==> config.mk <==
export PLATFORM = sky130hd
export DESIGN_NAME = x_gt11clk_sync_monitor
export DESIGN_NICKNAME = d
export VERILOG_FILES = /design/src/rtl/gt11clk_mon_pkg.sv /design/src/rtl/gt11clk_edge_meter.sv /design/src/rtl/x_gt11clk_sync_monitor.sv
export SDC_FILE = /design/constraint.sdc
export NUM_CORES = 1
export LEC_CHECK = 0
export BUFFER_PORTS_ARGS = -buffer_cell sky130_fd_sc_hd__buf_2
export CORE_AREA = 2 2 111 113
export CTS_CLUSTER_SIZE = 40
export DETAILED_ROUTE_END_ITERATION = 10
export DIE_AREA = 0 0 113 115
export REMOVE_ABC_BUFFERS = 1
export SYNTH_ARGS = -nofsm -noshare
export SYNTH_HDL_FRONTEND = slang
export SYNTH_SLANG_ARGS = --single-unit
==> constraint.sdc <==
create_clock -name CLK -period 6.3 [get_ports CLK]
set_input_delay 1.575 -clock CLK [delete_from_list [all_inputs] [get_ports CLK]]
set_output_delay 1.575 -clock CLK [all_outputs]
set_load 0.01 [all_outputs]
==> src/rtl/gt11clk_mon_pkg.sv <==
// Shared types and constants for the GT11 sync-clock monitor.
package gt11clk_mon_pkg;

  typedef enum logic [1:0] {
    NONE    = 2'd0,
    ON_PREF = 2'd1,
    ON_ALT  = 2'd2
  } sel_state_t;

  localparam logic SEL_SYNCLK1 = 1'b0;
  localparam logic SEL_SYNCLK2 = 1'b1;

endpackage

==> src/rtl/gt11clk_edge_meter.sv <==
// Measures one chain clock's rising-edge rate per window and qualifies it
// after a run of consecutive in-range windows.
module gt11clk_edge_meter
  import gt11clk_mon_pkg::*;
#(
  parameter int CNT_W        = 16,
  parameter int MIN_EDGES    = 200,
  parameter int MAX_EDGES    = 300,
  parameter int LOCK_WINDOWS = 4
) (
  input  logic             clk,
  input  logic             rst,
  input  logic             synclk,
  input  logic             window_end,
  output logic [CNT_W-1:0] count,
  output logic             ok
);

  localparam int RUN_W = $clog2(LOCK_WINDOWS + 1);
  localparam logic [CNT_W-1:0] CNT_MAX = '1;
  localparam logic [RUN_W-1:0] LOCK_C  = RUN_W'(LOCK_WINDOWS);

  logic             s1, s2, s3;
  logic [1:0]       settle;
  logic             armed;
  logic             edge_det;
  logic [CNT_W-1:0] cnt;
  logic [CNT_W-1:0] cnt_inc;
  logic [31:0]      cnt_ext;
  logic [RUN_W-1:0] run;
  logic [RUN_W-1:0] run_inc;
  logic             good;

  // The synchronizer needs three clocks to fill after reset; edges seen
  // before that are artefacts of the flops' reset state.
  assign armed    = (settle == 2'd3);
  assign edge_det = armed & s2 & ~s3;

  assign cnt_inc = (edge_det && (cnt != CNT_MAX)) ? cnt + 1'b1 : cnt;
  assign cnt_ext = 32'(cnt_inc);
  assign good    = (cnt_ext >= 32'(MIN_EDGES)) && (cnt_ext <= 32'(MAX_EDGES));
  assign run_inc = (run == LOCK_C) ? run : run + 1'b1;

  always_ff @(posedge clk) begin
    if (rst) begin
      s1     <= 1'b0;
      s2     <= 1'b0;
      s3     <= 1'b0;
      settle <= 2'd0;
      cnt    <= '0;
      count  <= '0;
      run    <= '0;
      ok     <= 1'b0;
    end else begin
      s1 <= synclk;
      s2 <= s1;
      s3 <= s2;
      if (!armed) settle <= settle + 2'd1;
      if (window_end) begin
        count <= cnt_inc;
        cnt   <= '0;
        if (good) begin
          run <= run_inc;
          ok  <= (run_inc == LOCK_C);
        end else begin
          run <= '0;
          ok  <= 1'b0;
        end
      end else begin
        cnt <= cnt_inc;
      end
    end
  end

endmodule

==> src/rtl/x_gt11clk_sync_monitor.sv <==
// Measures both GT11 chain clocks against CLK and selects the active sync
// clock, failing over to the alternate and optionally reverting.
module x_gt11clk_sync_monitor
  import gt11clk_mon_pkg::*;
#(
  parameter int WINDOW       = 1024,
  parameter int CNT_W        = 16,
  parameter int MIN_EDGES    = 200,
  parameter int MAX_EDGES    = 300,
  parameter int LOCK_WINDOWS = 4,
  parameter int PREFERRED    = 0,
  parameter int REVERTIVE    = 1
) (
  input  logic             CLK,
  input  logic             RST,
  input  logic             SYNCLK1IN,
  input  logic             SYNCLK2IN,
  output logic             SYNCLK1_OK,
  output logic             SYNCLK2_OK,
  output logic             ACTIVE_SEL,
  output logic             SEL_VALID,
  output logic             SWITCH_PULSE,
  output logic [CNT_W-1:0] COUNT1,
  output logic [CNT_W-1:0] COUNT2,
  output logic             COUNT_VALID
);

  localparam int WIN_W = $clog2(WINDOW);
  localparam logic [WIN_W-1:0] WIN_LAST = WIN_W'(WINDOW - 1);
  localparam logic PREF_SEL = (PREFERRED != 0) ? SEL_SYNCLK2 : SEL_SYNCLK1;
  localparam logic ALT_SEL  = ~PREF_SEL;

  logic [WIN_W-1:0] wcnt;
  logic             window_end;
  logic             pref_ok, alt_ok;
  logic             sel_d, pulse_d;
  sel_state_t       state, state_next;

  assign window_end = (wcnt == WIN_LAST);

  always_ff @(posedge CLK) begin
    if (RST) begin
      wcnt        <= '0;
      COUNT_VALID <= 1'b0;
    end else begin
      wcnt        <= window_end ? '0 : wcnt + 1'b1;
      COUNT_VALID <= window_end;
    end
  end

  gt11clk_edge_meter #(
    .CNT_W(CNT_W), .MIN_EDGES(MIN_EDGES), .MAX_EDGES(MAX_EDGES),
    .LOCK_WINDOWS(LOCK_WINDOWS)
  ) u_meter1 (
    .clk(CLK), .rst(RST), .synclk(SYNCLK1IN), .window_end(window_end),
    .count(COUNT1), .ok(SYNCLK1_OK)
  );

  gt11clk_edge_meter #(
    .CNT_W(CNT_W), .MIN_EDGES(MIN_EDGES), .MAX_EDGES(MAX_EDGES),
    .LOCK_WINDOWS(LOCK_WINDOWS)
  ) u_meter2 (
    .clk(CLK), .rst(RST), .synclk(SYNCLK2IN), .window_end(window_end),
    .count(COUNT2), .ok(SYNCLK2_OK)
  );

  assign pref_ok = (PREF_SEL == SEL_SYNCLK2) ? SYNCLK2_OK : SYNCLK1_OK;
  assign alt_ok  = (PREF_SEL == SEL_SYNCLK2) ? SYNCLK1_OK : SYNCLK2_OK;

  always_ff @(posedge CLK) begin
    if (RST) begin
      state        <= NONE;
      ACTIVE_SEL   <= PREF_SEL;
      SEL_VALID    <= 1'b0;
      SWITCH_PULSE <= 1'b0;
    end else begin
      state        <= state_next;
      ACTIVE_SEL   <= sel_d;
      SEL_VALID    <= (state_next != NONE);
      SWITCH_PULSE <= pulse_d;
    end
  end

  always_comb begin
    state_next = state;
    case (state)
      NONE: begin
        if (pref_ok)     state_next = ON_PREF;
        else if (alt_ok) state_next = ON_ALT;
      end
      ON_PREF: begin
        if (!pref_ok) state_next = alt_ok ? ON_ALT : NONE;
      end
      ON_ALT: begin
        if (!alt_ok)                          state_next = pref_ok ? ON_PREF : NONE;
        else if ((REVERTIVE != 0) && pref_ok) state_next = ON_PREF;
      end
      default: state_next = NONE;
    endcase
  end

  // Only a direct hop between the two sources counts as a switch; leaving
  // or entering NONE is a loss or acquisition, not a failover.
  always_comb begin
    sel_d   = ACTIVE_SEL;
    pulse_d = 1'b0;
    case (state_next)
      ON_PREF: sel_d = PREF_SEL;
      ON_ALT:  sel_d = ALT_SEL;
      default: sel_d = ACTIVE_SEL;
    endcase
    if ((state == ON_PREF && state_next == ON_ALT) ||
        (state == ON_ALT && state_next == ON_PREF))
      pulse_d = 1'b1;
  end

endmodule

==> results.env <==
POSTLAYOUTCOREUTIL_PCT=44.42
FP-ROW-COUNT=40
FIN_CRIT_NS=3.265
FMAX_GHz=0.3063
REQUIRED_NS=6.59
WHS_NS=0.4452
ANTENNA_FOUND_INITIAL=0
FIN_CRIT_SH_PCT=51.83
RANKING_OF_SYNTHESIZED_CELLS_BY_AREA='sky130_fd_sc_hd__dfxtp_1, sky130_fd_sc_hd__nor2_1, sky130_fd_sc_hd__a211oi_1, sky130_fd_sc_hd__xnor2_1, sky130_fd_sc_hd__ha_1'
DR_ITER_0_VIOLS=233
SETUP_REPAIR_AFTER_GLOBAL_ROUTING_MISSED_ITS_MARGIN='no'
GRT_USE_MET3_PCT=3.216
NUMPLACEDINSTANCES=701
FINALHOLDVIOLCOUNT=0
POWER_DENSITY_nW_PER_UM2=229.7
SYNTH_AREA_UM2=4662
CLOCK_SINKS=98
WORST-SLEW-PIN-TRANSITION_NS=0.8960
CLK-INSERTION-DELAY-LATE_NS=0.35
TIMING.MAX_SLEW.REL_SLACK_PCT=40.27
POWER.LEAKAGE_nW=2.007
WORSTPATHMAXFANOUT=11
DIEWIDTH_UM=113
SYNTHTOLAYOUTAREAGROWTH_PCT=12.53
CTS_SETUP_BUFFERS=0
HOLDBUFCOUNTCTS=0
POST_LAYOUT_NONFILLER_INSTANCES=717
PLACE.GP.CONGESTION=0.8470
TIMING.CLOCK.SKEW_NS=0.008149
TOTAL_POWER_mW=1.205
IR_WORST_VDD_mV=0.1032
CLOCK_TREE.HTREE_LEVEL_COUNT=3
SYNTHFLOPTYPE='sky130_fd_sc_hd__dfxtp_1'
LAYOUT_COMMON_CELLS='sky130_fd_sc_hd__nor2_1, sky130_fd_sc_hd__dfxtp_1, sky130_fd_sc_hd__buf_2, sky130_fd_sc_hd__nand2_1, sky130_fd_sc_hd__a211oi_1'
SYN-INSTANCE-COUNT=538
GRTUSAGETOTAL_PCT=16.62
SYNTHARSTFLOPSHARE_PCT=0
CORE-AREA_UM2=11810
ANTENNA_CELLS_INSERTED=0
MOST_COMMON_LIBRARY_CELL_IN_THE_LAYOUT_IGNORING_FILL_AND_TAPS='sky130_fd_sc_hd__nor2_1'
SETUP-TNS-FINAL_NS=0
USE_MET2_PCT=26.27
DRT_DRC_VIOLATIONS_LEFT=5
VIOLATED_CHECKS='design-rule violations'
CRIT_SLOWEST_CELL='sky130_fd_sc_hd__a21oi_1'
SYN_AREA_PER_CELL_UM2=8.665
FINAL_ANTENNA_NET_COUNT=0
TIMING.CRITICAL_PATH.FROM_TYPE='flop'
DIEAREA_UM2=13000
CRIT_CHAIN='ha_1, and3b_1, nand3_1, a21oi_1, a32oi_1, a211oi_1, o2111ai_2, a31oi_1, o22a_1'
WORST_PATH_DOMINANT_CELL_FAMILY='compound AO/OA/AOI/OAI gates'
DETAIL_ROUTE.FIRST_PASS.ITERATIONS=8
FINAL-MAX-SLEW-VIOLATION-COUNT=0
FINAL.FILL_COUNT=1141
TRITONCTS='done'
FIRST_GLOBAL_VIAS=3650
CRITICAL_PATH_BUF_INV_COUNT=0
SEQ_AREA_FRAC_SYNTH_PCT=42.08
NUMBER_OF_BUFFERS_CREATED_BY_CTS=9
PORT_BUFFERS=41
CLOCK_PIN_SLEW_WORST_SETUP_AND_HOLD_PATHS_NS=0.07
SYNTH-EDFF-COUNT=0
TOTAL_I_O_PIN_COUNT=42
DRV_CAP=0
CLOCK_PATH_BUFFERS=2
FINISH.NET_COUNT=581
SETUP_VIOL_COUNT_FINAL=0
WORST_PATH_CLASS_SETUP='reg -> reg'
GRT_MAX_DEGREE=47
CTSROOTBUFFERMASTER='sky130_fd_sc_hd__clkbuf_16'
YOSYS_REGISTER_BITS=98
SYNTH_WARNINGS=0
OUTCOME='finished with violations'
GRT-BUSIEST-LAYER='met2'
GRT.OVERFLOW.TOTAL=0
GLOBALROUTEMET1UTIL_PCT=22.53
VIAS_PER_CELL=5.375
VIAS=3854
ROUTED_WIRE_LENGTH_PER_INSTANCE_UM=14.59
YOSYS.CELL_TYPES.COUNT=65
SYNTHDOMINANTAREACELLTYPE='sky130_fd_sc_hd__dfxtp_1'
START_UTIL_PCT=39.47
HOLD_CLASS='reg -> reg'
SYNTH_LARGEST_TYPE_AREA_FRACTION_PCT=42.08
DIE_HEIGHT_UM=115
GRT_FIRST_PASS_WIRELENGTH_MM=17.59
CTS_RESIZED=0
POST_ROUTE_CELLS_DRIVE_ABOVE_1_SHARE_PCT=14.21
DP_HPWL_MM=7.310
WL_MM=10.46
WORSTSETUPENDPOINTTYPE='flop'
CP_SLOWEST_STAGE_DELAY_NS=0.75
CRITPATHARRIVALTIME_NS=3.56
-- Yosys cell counts (5+ instances only) --
cell type / count
sky130_fd_sc_hd__nor2_1: 101
sky130_fd_sc_hd__and4_1: 6
sky130_fd_sc_hd__a31oi_1: 5
sky130_fd_sc_hd__inv_1: 12
sky130_fd_sc_hd__xnor2_1: 19
sky130_fd_sc_hd__a21o_1: 5
sky130_fd_sc_hd__nand2_1: 33
sky130_fd_sc_hd__xor2_1: 12
sky130_fd_sc_hd__nand3_1: 19
sky130_fd_sc_hd__nand4_1: 10
sky130_fd_sc_hd__o21ai_0: 10
sky130_fd_sc_hd__buf_2: 6
sky130_fd_sc_hd__nor2b_1: 9
sky130_fd_sc_hd__and3_1: 11
sky130_fd_sc_hd__and2_1: 12
sky130_fd_sc_hd__mux2i_1: 8
sky130_fd_sc_hd__nor3_1: 15
sky130_fd_sc_hd__dfxtp_1: 98
sky130_fd_sc_hd__a21oi_1: 23
sky130_fd_sc_hd__clkbuf_1: 16
sky130_fd_sc_hd__a211oi_1: 24
sky130_fd_sc_hd__ha_1: 12
-- worst register-to-register path, stage by stage (launching register included) --
cell                        delay, ns
sky130_fd_sc_hd__dfxtp_1         0.35
sky130_fd_sc_hd__ha_1            0.24
sky130_fd_sc_hd__and3b_1         0.41
sky130_fd_sc_hd__nand3_1         0.25
sky130_fd_sc_hd__a21oi_1         0.75
sky130_fd_sc_hd__a32oi_1         0.24
sky130_fd_sc_hd__a211oi_1        0.36
sky130_fd_sc_hd__o2111ai_2       0.26
sky130_fd_sc_hd__a31oi_1         0.21
sky130_fd_sc_hd__o22a_1          0.14
-- where the power goes --
group | leakage [nW] | internal (mW) | switching, mW
sequential | 0.792 | 0.628 | 0.00644
combinational | 1.07 | 0.0134 | 0.0214
clock | 0.141 | 0.284 | 0.252
-- metal layers --
| metal | vias up | routed length (um) |
|---|---|---|
| met5 | - | 0 |
| met4 | 0 | 138 |
| met3 | 9 | 426 |
| met2 | 85 | 4636 |
| met1 | 1799 | 5257 |
| li1 | 1961 | - |
-- registers in the layout (all words and copies together), names as in the netlist, 2 cells and up --
name             count
u_meter1.cnt        16
u_meter1.count      16
u_meter2.cnt        16
u_meter2.count      16
wcnt                10
u_meter1.run         3
u_meter2.run         3
state                2
u_meter1.settle      2
u_meter2.settle      2
-- path summary, 6_finish.rpt --
kind	from	to	slack, ns	cells past startpoint
setup / recovery	u_meter2.settle[0]	u_meter2.run[2]	3.03	9
hold / removal	u_meter1.s1	u_meter1.s2	0.45	1
setup reg to reg	u_meter2.settle[0]	u_meter2.run[2]	3.03	9
hold reg to reg	u_meter1.s1	u_meter1.s2	0.45	1
-- area by class of cell --
type	count	area, um2	area share (%)
multi-input combinational	400	2539	48.39
sequential	98	1962	37.40
clock buffer	10	239.0	4.555
timing repair buffer	44	227.7	4.341
tap	147	183.9	3.506
clock inverter	6	50.05	0.9540
inverter	12	45.04	0.8586
-- kinds of logic (layout without fill, tap and decap cells) --
| logic type | Yosys count | count (layout) | synth area share, % |
|---|---|---|---|
| AND/OR/NAND/NOR | 248 | 248 | 27.75 |
| multiplexers | 10 | 10 | 2.201 |
| XOR/XNOR | 31 | 31 | 5.824 |
| buffers and inverters | 40 | 72 | 3.489 |
| AO/OA/AOI/OAI | 99 | 99 | 15.43 |
| flip-flops | 98 | 98 | 42.08 |
| adder cells (fa/ha/maj) | 12 | 12 | 3.221 |
-- metrics by stage --
step                      instance area, um2  setup slack, ns
after floorplan                         4544            3.621
after global routing                    5246            2.763
after detailed placement                4957            2.808
after global placement                  4957            2.915
after CTS                               5246            3.094
final                                   5246            3.035
Note: power is estimated with default switching activity, not from simulation.
